===== src/rtl/obi_mem_arbiter.sv =====
// obi_mem_arbiter: two-manager (Fetcher, LSU) to one-subordinate OBI arbiter.
// Round-robin selection, address phase locked until grant, and a 1-bit ID FIFO
// that steers each response back to the manager that issued the request.
// Optional: define OBI_ARB_PERF_EN to build saturating per-manager grant counters.
module obi_mem_arbiter #(
  parameter int ADDR_WIDTH = 32,
  parameter int DATA_WIDTH = 32,
  parameter int MAX_OUTST  = 2
) (
  input  logic                  clk,
  input  logic                  rst,
  input  logic                  if_req,
  input  logic [ADDR_WIDTH-1:0] if_addr,
  output logic                  if_gnt,
  output logic                  if_rvalid,
  output logic [DATA_WIDTH-1:0] if_rdata,
  input  logic                  ls_req,
  input  logic [ADDR_WIDTH-1:0] ls_addr,
  input  logic                  ls_we,
  input  logic [DATA_WIDTH-1:0] ls_wdata,
  output logic                  ls_gnt,
  output logic                  ls_rvalid,
  output logic [DATA_WIDTH-1:0] ls_rdata,
  output logic                  mem_req,
  output logic [ADDR_WIDTH-1:0] mem_addr,
  output logic                  mem_we,
  output logic [DATA_WIDTH-1:0] mem_wdata,
  input  logic                  mem_gnt,
  input  logic                  mem_rvalid,
  input  logic [DATA_WIDTH-1:0] mem_rdata,
  output logic                  err_rvalid,
  output logic [15:0]           grant_cnt_if,
  output logic [15:0]           grant_cnt_ls
);

  localparam int PTR_W = (MAX_OUTST > 1) ? $clog2(MAX_OUTST) : 1;
  localparam int CNT_W = $clog2(MAX_OUTST + 1);
  localparam logic [CNT_W-1:0] FULL_CNT = CNT_W'(MAX_OUTST);
  localparam logic [PTR_W-1:0] LAST_PTR = PTR_W'(MAX_OUTST - 1);

  // Manager IDs: 0 = Fetcher, 1 = LSU.
  logic                 rr_ptr_reg;
  logic                 lock_reg;
  logic                 locked_id_reg;
  logic                 err_rvalid_reg;
  logic [CNT_W-1:0]     count_reg;
  logic [CNT_W-1:0]     count_next;
  logic [PTR_W-1:0]     wr_ptr_reg;
  logic [PTR_W-1:0]     rd_ptr_reg;
  logic [MAX_OUTST-1:0] id_fifo_reg;

  logic sel;
  logic fifo_full;
  logic fifo_empty;
  logic handshake;
  logic pop;
  logic head;

  function automatic logic [PTR_W-1:0] ptr_inc(input logic [PTR_W-1:0] p);
    return (p == LAST_PTR) ? '0 : p + PTR_W'(1);
  endfunction

  assign fifo_full  = (count_reg == FULL_CNT);
  assign fifo_empty = (count_reg == '0);
  assign head       = id_fifo_reg[rd_ptr_reg];

  // Pick the manager that owns the address phase this cycle.
  always_comb begin
    sel = rr_ptr_reg;
    if (lock_reg)
      sel = locked_id_reg;
    else if (if_req && !ls_req)
      sel = 1'b0;
    else if (ls_req && !if_req)
      sel = 1'b1;
  end

  // A full FIFO blocks requests even if a pop happens this cycle; the request
  // reappears once the registered count has dropped. Held low during reset.
  assign mem_req   = (if_req | ls_req) & ~fifo_full & rst;
  assign handshake = mem_req & mem_gnt;
  assign mem_addr  = sel ? ls_addr : if_addr;
  assign mem_we    = sel & ls_we;
  assign mem_wdata = sel ? ls_wdata : '0;
  assign if_gnt    = handshake & ~sel;
  assign ls_gnt    = handshake & sel;

  // Responses are routed by the FIFO head with no added latency.
  assign pop        = mem_rvalid & ~fifo_empty;
  assign if_rvalid  = pop & ~head;
  assign ls_rvalid  = pop & head;
  assign if_rdata   = mem_rdata;
  assign ls_rdata   = mem_rdata;
  assign err_rvalid = err_rvalid_reg;

  // Arbitration state: round-robin pointer and the pending-address lock.
  always_ff @(posedge clk or negedge rst) begin
    if (!rst) begin
      rr_ptr_reg    <= 1'b0;
      lock_reg      <= 1'b0;
      locked_id_reg <= 1'b0;
    end else if (handshake) begin
      rr_ptr_reg <= ~sel;
      lock_reg   <= 1'b0;
    end else if (mem_req) begin
      lock_reg      <= 1'b1;
      locked_id_reg <= sel;
    end
  end

  // Next occupancy of the ID FIFO.
  always_comb begin
    count_next = count_reg;
    if (handshake && !pop)
      count_next = count_reg + CNT_W'(1);
    else if (pop && !handshake)
      count_next = count_reg - CNT_W'(1);
  end

  // ID FIFO pointers, occupancy and the sticky orphan-response flag.
  always_ff @(posedge clk or negedge rst) begin
    if (!rst) begin
      count_reg      <= '0;
      wr_ptr_reg     <= '0;
      rd_ptr_reg     <= '0;
      err_rvalid_reg <= 1'b0;
    end else begin
      count_reg <= count_next;
      if (handshake)
        wr_ptr_reg <= ptr_inc(wr_ptr_reg);
      if (pop)
        rd_ptr_reg <= ptr_inc(rd_ptr_reg);
      if (mem_rvalid && fifo_empty)
        err_rvalid_reg <= 1'b1;
    end
  end

  genvar gi;
  generate
    for (gi = 0; gi < MAX_OUTST; gi++) begin : g_fifo
      // Each entry captures the granted manager ID when the write pointer hits it.
      always_ff @(posedge clk or negedge rst) begin
        if (!rst)
          id_fifo_reg[gi] <= 1'b0;
        else if (handshake && (wr_ptr_reg == PTR_W'(gi)))
          id_fifo_reg[gi] <= sel;
      end
    end
  endgenerate

`ifdef OBI_ARB_PERF_EN
  logic [15:0] grant_cnt_if_reg;
  logic [15:0] grant_cnt_ls_reg;

  // Saturating handshake counters per manager.
  always_ff @(posedge clk or negedge rst) begin
    if (!rst) begin
      grant_cnt_if_reg <= '0;
      grant_cnt_ls_reg <= '0;
    end else if (handshake) begin
      if (!sel && grant_cnt_if_reg != 16'hFFFF)
        grant_cnt_if_reg <= grant_cnt_if_reg + 16'd1;
      if (sel && grant_cnt_ls_reg != 16'hFFFF)
        grant_cnt_ls_reg <= grant_cnt_ls_reg + 16'd1;
    end
  end

  assign grant_cnt_if = grant_cnt_if_reg;
  assign grant_cnt_ls = grant_cnt_ls_reg;
`else
  assign grant_cnt_if = '0;
  assign grant_cnt_ls = '0;
`endif

endmodule


===== config.mk =====
export PLATFORM = sky130hd
export DESIGN_NAME = obi_mem_arbiter
export DESIGN_NICKNAME = d
export VERILOG_FILES = /design/src/rtl/obi_mem_arbiter.sv
export SDC_FILE = /design/constraint.sdc
export NUM_CORES = 1
export LEC_CHECK = 0
export CORE_AREA = 2 2 116 118
export CTS_BUF_LIST = sky130_fd_sc_hd__clkbuf_8
export DETAILED_ROUTE_END_ITERATION = 12
export DIE_AREA = 0 0 118 120
export PLACE_DENSITY = 0.68
export SETUP_SLACK_MARGIN = 0.05
export SYNTH_ARGS = -nofsm -noshare
export SYNTH_HDL_FRONTEND = slang
export SYNTH_SLANG_ARGS = --single-unit

===== constraint.sdc =====
create_clock -name clk -period 3.71 [get_ports clk]
set_input_delay 0.742 -clock clk [delete_from_list [all_inputs] [get_ports clk]]
set_output_delay 0.742 -clock clk [all_outputs]
set_load 0.02 [all_outputs]

==> results.txt, run 1 <==
The flow ran to the end, and the final reports show no timing, DRC or antenna violations. After synthesis, the largest family of logic cells by area is buffers and inverters. The sequential cell area in the final layout is 250 µm². The number of detailed-routing iterations run before antenna repair is 3. Of the post-synthesis cell area, the part taken by muxes is 0.205. In the synthesized netlist the dominant register cell turns out to be dfrtp_1. The maximum vdd ir drop is 0.278 mV. The total of buffers placed on input and output ports came out at 173.

From left edge to right edge, the die measures 118 µm. The total I/O pin count is 302. The arrival time at the worst endpoint came out at 2.89 ns.

The initial standard-cell utilization of the core came out at 0.143. The maximum fanout along the worst path came out at 36. The pre-CTS worst setup slack came out at 0.0556 ns. The die covers 14200 µm².

Once the clock tree was built, the setup fixing pass inserted 0 buffers. The share of layout cells above drive strength 1 is 0.133. Setup repair after global routing could not meet its margin everywhere. The launching element type of the critical path is an input pin. Synthesis produced a netlist whose cell count is 215. The worst slew margin relative to its limit came out at 0.643. In this run, distinct cell masters in the synthesized netlist total 24.

The floorplan has 42 rows. The yosys synthesis warning count is 0. The total number of vias is 1696.

Walking the worst path, the cells encountered are clkdlybuf4s50_1 > a21oi_2 > o31ai_4 > buf_12 > mux2_2 > clkdlybuf4s50_1. The logic gate share of total power came out at 0.820. The wire length of the first global-routing pass is 8.35 mm.

The initial DRC count is 9. After detailed routing, the average wire length per cell comes to 11.5 µm. The share of the synthesized area in compound gates (AO/OA/AOI/OAI) is 0.0572. The critical path endpoint category is an output pin. Among all cell types in the netlist, the one instantiated most often is buf_4. The count of nets after finishing is 460. The total inserted antenna cells came out at 0.

TritonCTS built the clock tree. The congestion estimate from routability-driven global placement came to 0.671. The cell with the most instances on the worst path is clkdlybuf4s50_1. The area growth from synthesis to layout is 75.1%.

The slowest stage of the critical path belongs to the cell clkdlybuf4s50_1. The net switching power came out at 0.821 mW. The share of total power dissipated in the clock network is 0.071. Broken down by cell family, the worst path's largest delay share belongs to buffers and inverters. The area share of the largest cell type after synthesis came out at 0.391.

For this run, the register share of the synthesized area comes to 0.134. The cell sitting at the root of the clock tree is a clkbuf_8. The clock-pin slew reported for the worst setup and hold paths after clock tree synthesis is 0.05 ns.

The aggregate global routing overflow came out at 0. The post-route setup TNS is 0 ns. The share of total power dissipated in sequential elements is 0.109. The buffer and inverter count on the worst path is 3.

The critical path is of the in -> out type. The time the final worst path needs with I/O delays and setup is 3.63 ns. The reported leakage power is 1.33 nW.

The netlist area before placement came out at 1860 µm². The synthesized area per cell is 8.65 µm². The total global-route track usage is 0.0717. The largest incremental delay on the critical path came out at 0.56 ns. The fraction of synthesized cell area in xor and xnor cells came out at 0.0235. The worst setup skew after layout came out at 0.000292 ns. The remaining routing DRC violations came out at 0.

The switching power as a share of total power came out at 0.433. In the synthesized netlist, the cells that appear most often are buf_4, and2_1, mux2_2. The setup violation total in the final timing report came out at 0. The final wirelength came out at 5.75 mm. The number of antenna violations at the first check in global routing came out at 0.

The post-detailed-placement half-perimeter wirelength is 5.10 mm. The highest clock rate came out at 275 MHz. The total power came out at 1.89 mW.

Final hold analysis gives a worst-case slack of 0.474 ns. Fill cells in the final layout number 1417. The max capacitance violation total came out at 0.

Using the TritonRoute via totals, the vias-per-cell ratio works out to 3.40. The number of global-route vias before repair came to 1645. The worst-case setup margin in the final layout came out at 0.0786 ns.

The number of H-tree levels is 1. The transition at the pin with the smallest max-transition slack is 0.529 ns. The final-report hold violation count is 0.

Entering global routing, the biggest net connects 37 pins. The total area of multi-input combinational cells came out at 927 µm². The tree built by TritonCTS fans out to 10 sinks.

The floorplan step defined a core boundary enclosing 13000 µm². The clock insertion delay at the later pin of the skew report came out at 0.23 ns. Ranked by total cell area, the synthesized netlist is headed by buf_4, mux2_2, dfrtp_1. The floorplan step set the die height to 120 µm. The clock passes through at most 2 buffers. The share of synthesized flip-flops with an asynchronous set or reset is 1.00.

The number of synthesized flops with an enable pin came out at 0. In this run the remaining antenna-violating nets after routing total 0. The number of clock buffers inserted by TritonCTS is 3. Of the total synthesized cell area, the portion taken by full adders, half adders and majority gates is 0.00672. The area share of and/or/nand/nor cells after synthesis is 0.141. The required arrival time at the worst endpoint came out at 2.97 ns. The biggest area contributor in the post-synthesis netlist is buf_4.

The number of synthesized register bits is 10. The total of hold buffers inserted after clock tree synthesis came out at 0. The internal power of the cells is 1.07 mW. The final number of max-transition violations is 0. The total power divided by cell area is 581 nW/µm². The path class of the tightest hold or removal check is reg -> reg. Of the available clock period, the critical path in the final layout requires 0.979.
[metrics by stage]
stage,instance area (µm²),util,instances
global placement,3190,0.246,495
finish,3260,0.251,499
detailed placement,3190,0.246,495
floorplan,1980,-,246
CTS,3240,0.250,499
global route,3260,0.251,499
[cell type report]
type                    instances  area share
clock buffers                   4      0.0169
multi-input cells             130       0.285
inverters                       3     0.00346
flip-flops and latches         10      0.0768
repair buffers                176       0.551
well taps                     176      0.0676
[kinds of logic (layout without fill, tap and decap cells)]
logic type / after synthesis / after routing
and+or+nand+nor: 46 / 46
DFF: 10 / 10
buffers and inverters: 106 / 183
other: 1 / 32
muxes: 34 / 34
xor gates and xnor gates: 5 / 5
adders and majority gates: 1 / 1
AOI/OAI and AO/OA: 12 / 12
[routing by layer]
metal / vias to the layer above / part of all wire / routed length [µm] / track usage
li1: 778 / - / - / -
met1: 745 / 0.32 / 1840 / 0.0713
met2: 147 / 0.49 / 2810 / 0.120
met3: 26 / 0.16 / 905 / 0.0447
met4: 0 / 0.036 / 208 / 0.0301
met5: - / 0 / 0 / 0
[power by group through the flow]
stage	clock network, mW	registers (mW)	logic [mW]
after floorplan	0	0.196	1.05
after global placement	0	0.203	1.56
after detailed placement	0	0.209	1.58
after CTS	0.138	0.208	1.59
after global routing	0.146	0.216	1.65
final	0.134	0.207	1.55
[path summary, 6_finish.rpt]
path / end / cells after the start / slack [ns] / startpoint
min in group asynchronous: lock_reg$_DFFE_PN0P_ / 2 / 0.86 / rst
worst max register to register: count_reg[1]$_DFFE_PN0P_ / 7 / 2.00 / count_reg[0]$_DFFE_PN0P_
worst min register to register: err_rvalid$_DFFE_PN0P_ / 1 / 0.47 / err_rvalid$_DFFE_PN0P_
max in group asynchronous: count_reg[0]$_DFFE_PN0P_ / 2 / 2.71 / rst
worst max-delay path: mem_addr[19] / 6 / 0.08 / ls_req
worst min-delay path: err_rvalid$_DFFE_PN0P_ / 1 / 0.47 / err_rvalid$_DFFE_PN0P_
[timing repair]
action	in CTS	in global routing
hold endpoints to repair	0	0
pin swaps	0	0
endpoints found under the setup margin	2	26
gates resized for setup	2	7
[layout by cell type (no fill, tap or decap), types with 3 or more instances in the layout]
cell type        count
and2_1              33
clkbuf_8             4
clkdlybuf4s50_1    164
conb_1              32
dfrtp_1             10
dlymetal6s2s_1       7
inv_1                3
mux2_2              33
nor2_1               8
o21ai_0              4
xnor2_1              3
No activity file was read; power rests on OpenSTA's default activity.
==> run 2: changes to the inputs <==
CAP_MARGIN = 20   (was not set)
==> results of run 2 <==
Same layout as run 1: the final DEF is identical, and so are final timing and power.
==> run 3: changes to the inputs <==
CORE_AREA = 2 2 117 119   (was 2 2 116 118)
DIE_AREA = 0 0 119 121   (was 0 0 118 120)
DONT_BUFFER_PORTS = 1   (was not set)
PLACE_DENSITY = 0.38   (was 0.68)
==> run 3 against run 2 <==
  * Combinational power is 39% lower
  * Via count is 39% lower
  * Non-clock buffer count is 174 lower
  * Die area is 1.7% higher
  * Worst setup slack better by 0.89 ns
  * Cell count is 35% lower
  * Sequential share of layout area is 9.4 points higher
  * Routed wire length is 31% lower
  * Critical path type unchanged
  * Critical endpoint is now mem_addr[6]
  * Largest cell class is now multi-input gates
  * Highest routed layer unchanged
==> results.txt, run 3 (synthesis gave the netlist of run 1 again) <==
The worst setup path is captured at an output pin. The area enclosed by the die boundary is 14400 µm² (+1.7%). The remaining routing DRC violations is 0 (unchanged). The flow ran to the end, and the final reports show no timing, DRC or antenna violations.

The transition at the pin with the smallest max-transition slack is 0.569 ns (+0.0398 ns). The number of buffers inserted by post-CTS setup repair came to 0 (unchanged). The met1 track demand over resource in global routing is 0.0512 (-0.0201). The number of cells upsized or downsized after cts came out at 0 (-2). The count of nets after finishing came out at 286 (-38%). The aggregate global routing overflow is 0 (unchanged). The number of detailed-routing iterations run before antenna repair is 4 (+1). The length in cells of the worst reg-to-reg path is 7 (unchanged). The arrival time at the worst endpoint came out at 2.00 ns (-0.89 ns). The buffer levels on the longest clock path was 2 (unchanged). The share of layout cells above drive strength 1 came out at 0.277 (+0.144). The routing layer with the top usage in global route is met2. The maximum vdd ir drop is 0.435 mV (+57%).

The total power divided by cell area came to 860 nW/µm² (+48%). The final RePlAce weighted congestion is 0.748 (+12%). The number of rows in the core area came out at 42 (unchanged). The register-to-register path setup slack is 2.00 ns (about the same). The worst setup path startpoint is if_req. The net switching power is 0.724 mW (-12%). The cell sitting at the root of the clock tree is a clkbuf_8.

For this design, the slowest cell found on the critical path is mux2_2. The total number of vias is 1028 (-39%). The total I/O pin count was 302 (unchanged). The total global-route track usage came out at 0.0460 (-0.0257). The highest clock rate came out at 364 MHz (+32%). The clock tree from TritonCTS is yes. The post-route setup TNS came out at 0 ns (unchanged). The post-detailed-placement half-perimeter wirelength is 3.42 mm (-33%). The internal power of the cells was 0.535 mW (-50%). The register share of total power is 0.163 (+0.054). The time the final worst path needs with I/O delays and setup came out at 2.75 ns (-0.885 ns). The number of clock buffers inserted by TritonCTS came out at 3 (unchanged). The antenna violation net count after detailed routing is 0 (unchanged). The number of global-route vias before repair came to 969 (-41%). The number of vias per cell after detailed routing is 3.17 (-6.6%). The switching power as a share of total power is 0.575 (+0.142). The max capacitance violation total is 0 (unchanged). The number of cells on the critical path is 5 (-1). The wire length of the first global-routing pass came out at 5.14 mm (-38%).

The number of sinks driven by the clock tree is 10 (unchanged). The clock network power share came to 0.085 (+0.014). The required arrival time at the worst endpoint is 2.97 ns (about the same). The maximum number of pins on one net before global-route repair is 52 (+41%). The share of the clock period used by the worst path came to 0.740 (-0.239). The pre-CTS worst setup slack is 0.948 ns (+0.892 ns). On the critical path the largest part of the delay comes from buffers and inverters. The worst-case setup margin in the final layout was 0.964 ns (+0.885 ns). The final-report hold violation count is 0 (unchanged). STA classifies the critical path startpoint as an input pin. The final number of max-transition violations was 0 (unchanged).

The routed length per placed instance is 12.3 µm (+6.3%). The final hold slack is 0.208 ns (-0.266 ns). The clock-pin slew reported for the worst setup and hold paths after clock tree synthesis is 0.04 ns (about the same). The total power came out at 1.26 mW (-33%). The setup violation total in the final timing report is 0 (unchanged). The endpoint identified for the worst register-to-register timing path is count_reg[1]$_DFFE_PN0P_.

The core box area was 13100 µm² (+0.81%). The synthesis-to-finish area growth is -21.3%. The classification of the worst setup path is in -> out.

The number of antenna violations at the first check in global routing is 0 (unchanged). The worst setup skew after layout came out at 0.000599 ns (+0.000307 ns). The total of buffers placed on input and output ports came out at 0 (-100%).

The fraction of met3 tracks used by global routing came to 0.0150 (-0.0296). The total inserted antenna cells is 0 (unchanged). In this run the worst hold path is classified as in -> async. The worst slew margin relative to its limit is 0.617 (-0.0268). The initial DRC count came out at 15 (+6).

The vertical extent of the die is 121 µm (+0.83%). Setup repair after global routing left no endpoint under its margin. The largest incremental delay on the critical path came to 0.45 ns (-0.11 ns).

The reported leakage power is 0.577 nW (-57%). The final wirelength is 3.97 mm (-31%). The logic gate share of total power is 0.752 (-0.068).

The initial standard-cell utilization of the core came to 0.142 (-0.00115). Following the worst setup path forward leads to its endpoint at mem_addr[6]. The critical path goes through inv_1 > a21oi_2 > o31ai_4 > buf_4 > mux2_2.

The met2 track demand over resource came to 0.0769 (-0.0430). The total of hold buffers inserted after clock tree synthesis is 0 (unchanged). The startpoint of the worst-slack reg-to-reg timing path is count_reg[0]$_DFFE_PN0P_. The clock insertion delay at the later pin of the skew report came out at 0.23 ns (about the same).

The number of H-tree levels came to 1 (unchanged). The buffer and inverter count on the worst path came out at 2 (-1). The maximum fanout along the worst path is 51 (+42%). In the layout the commonest cells are and2_1, mux2_2, conb_1, dfrtp_1, nor2_1. The die span in x is 119 µm (+0.85%).
-- run 3: worst min-delay path by stage --
stage | to | from | cells after the start
detailed placement | err_rvalid$_DFFE_PN0P_ | rst | 0
global placement | err_rvalid$_DFFE_PN0P_ | rst | 0
floorplan | count_reg[0]$_DFFE_PN0P_ | rst | 0
global route | err_rvalid$_DFFE_PN0P_ | rst | 0
CTS | lock_reg$_DFFE_PN0P_ | rst | 0
finish | err_rvalid$_DFFE_PN0P_ | rst | 0
-- run 3: routing by layer --
| layer | vias to the layer above | routed length [µm] |
|---|---|---|
| met5 | - | 0 |
| met4 | 0 | 128 |
| met3 | 23 | 445 |
| met2 | 127 | 2000 |
| met1 | 447 | 1400 |
| li1 | 431 | - |
-- run 3: power by group through the flow --
stage          combinational, mW  clock [mW]  sequential [mW]
2_1_floorplan               1.05           0            0.196
3_3_place_gp               0.951           0            0.207
3_5_place_dp               0.956           0            0.207
4_1_cts                    0.959       0.112            0.206
5_1_grt                     1.01       0.117            0.213
6_report                   0.947       0.107            0.205
-- run 3: cell type report --
type / instances / area [µm²]
timing repair buffer: 2 / 15.0
sequential: 10 / 250
clock buffer: 3 / 41.3
tap: 176 / 220
multi-input combinational: 130 / 927
fill: 1516 / 11600
inverter: 3 / 11.3
-- run 3: stage by stage --
| stage | cells | util | area (µm²) |
|---|---|---|---|
| after detailed placement | 321 | 0.109 | 1420 |
| after CTS | 324 | 0.112 | 1470 |
| after global placement | 321 | 0.109 | 1420 |
| final | 324 | 0.112 | 1470 |
| after global routing | 324 | 0.112 | 1470 |
| after floorplan | 246 | - | 1980 |
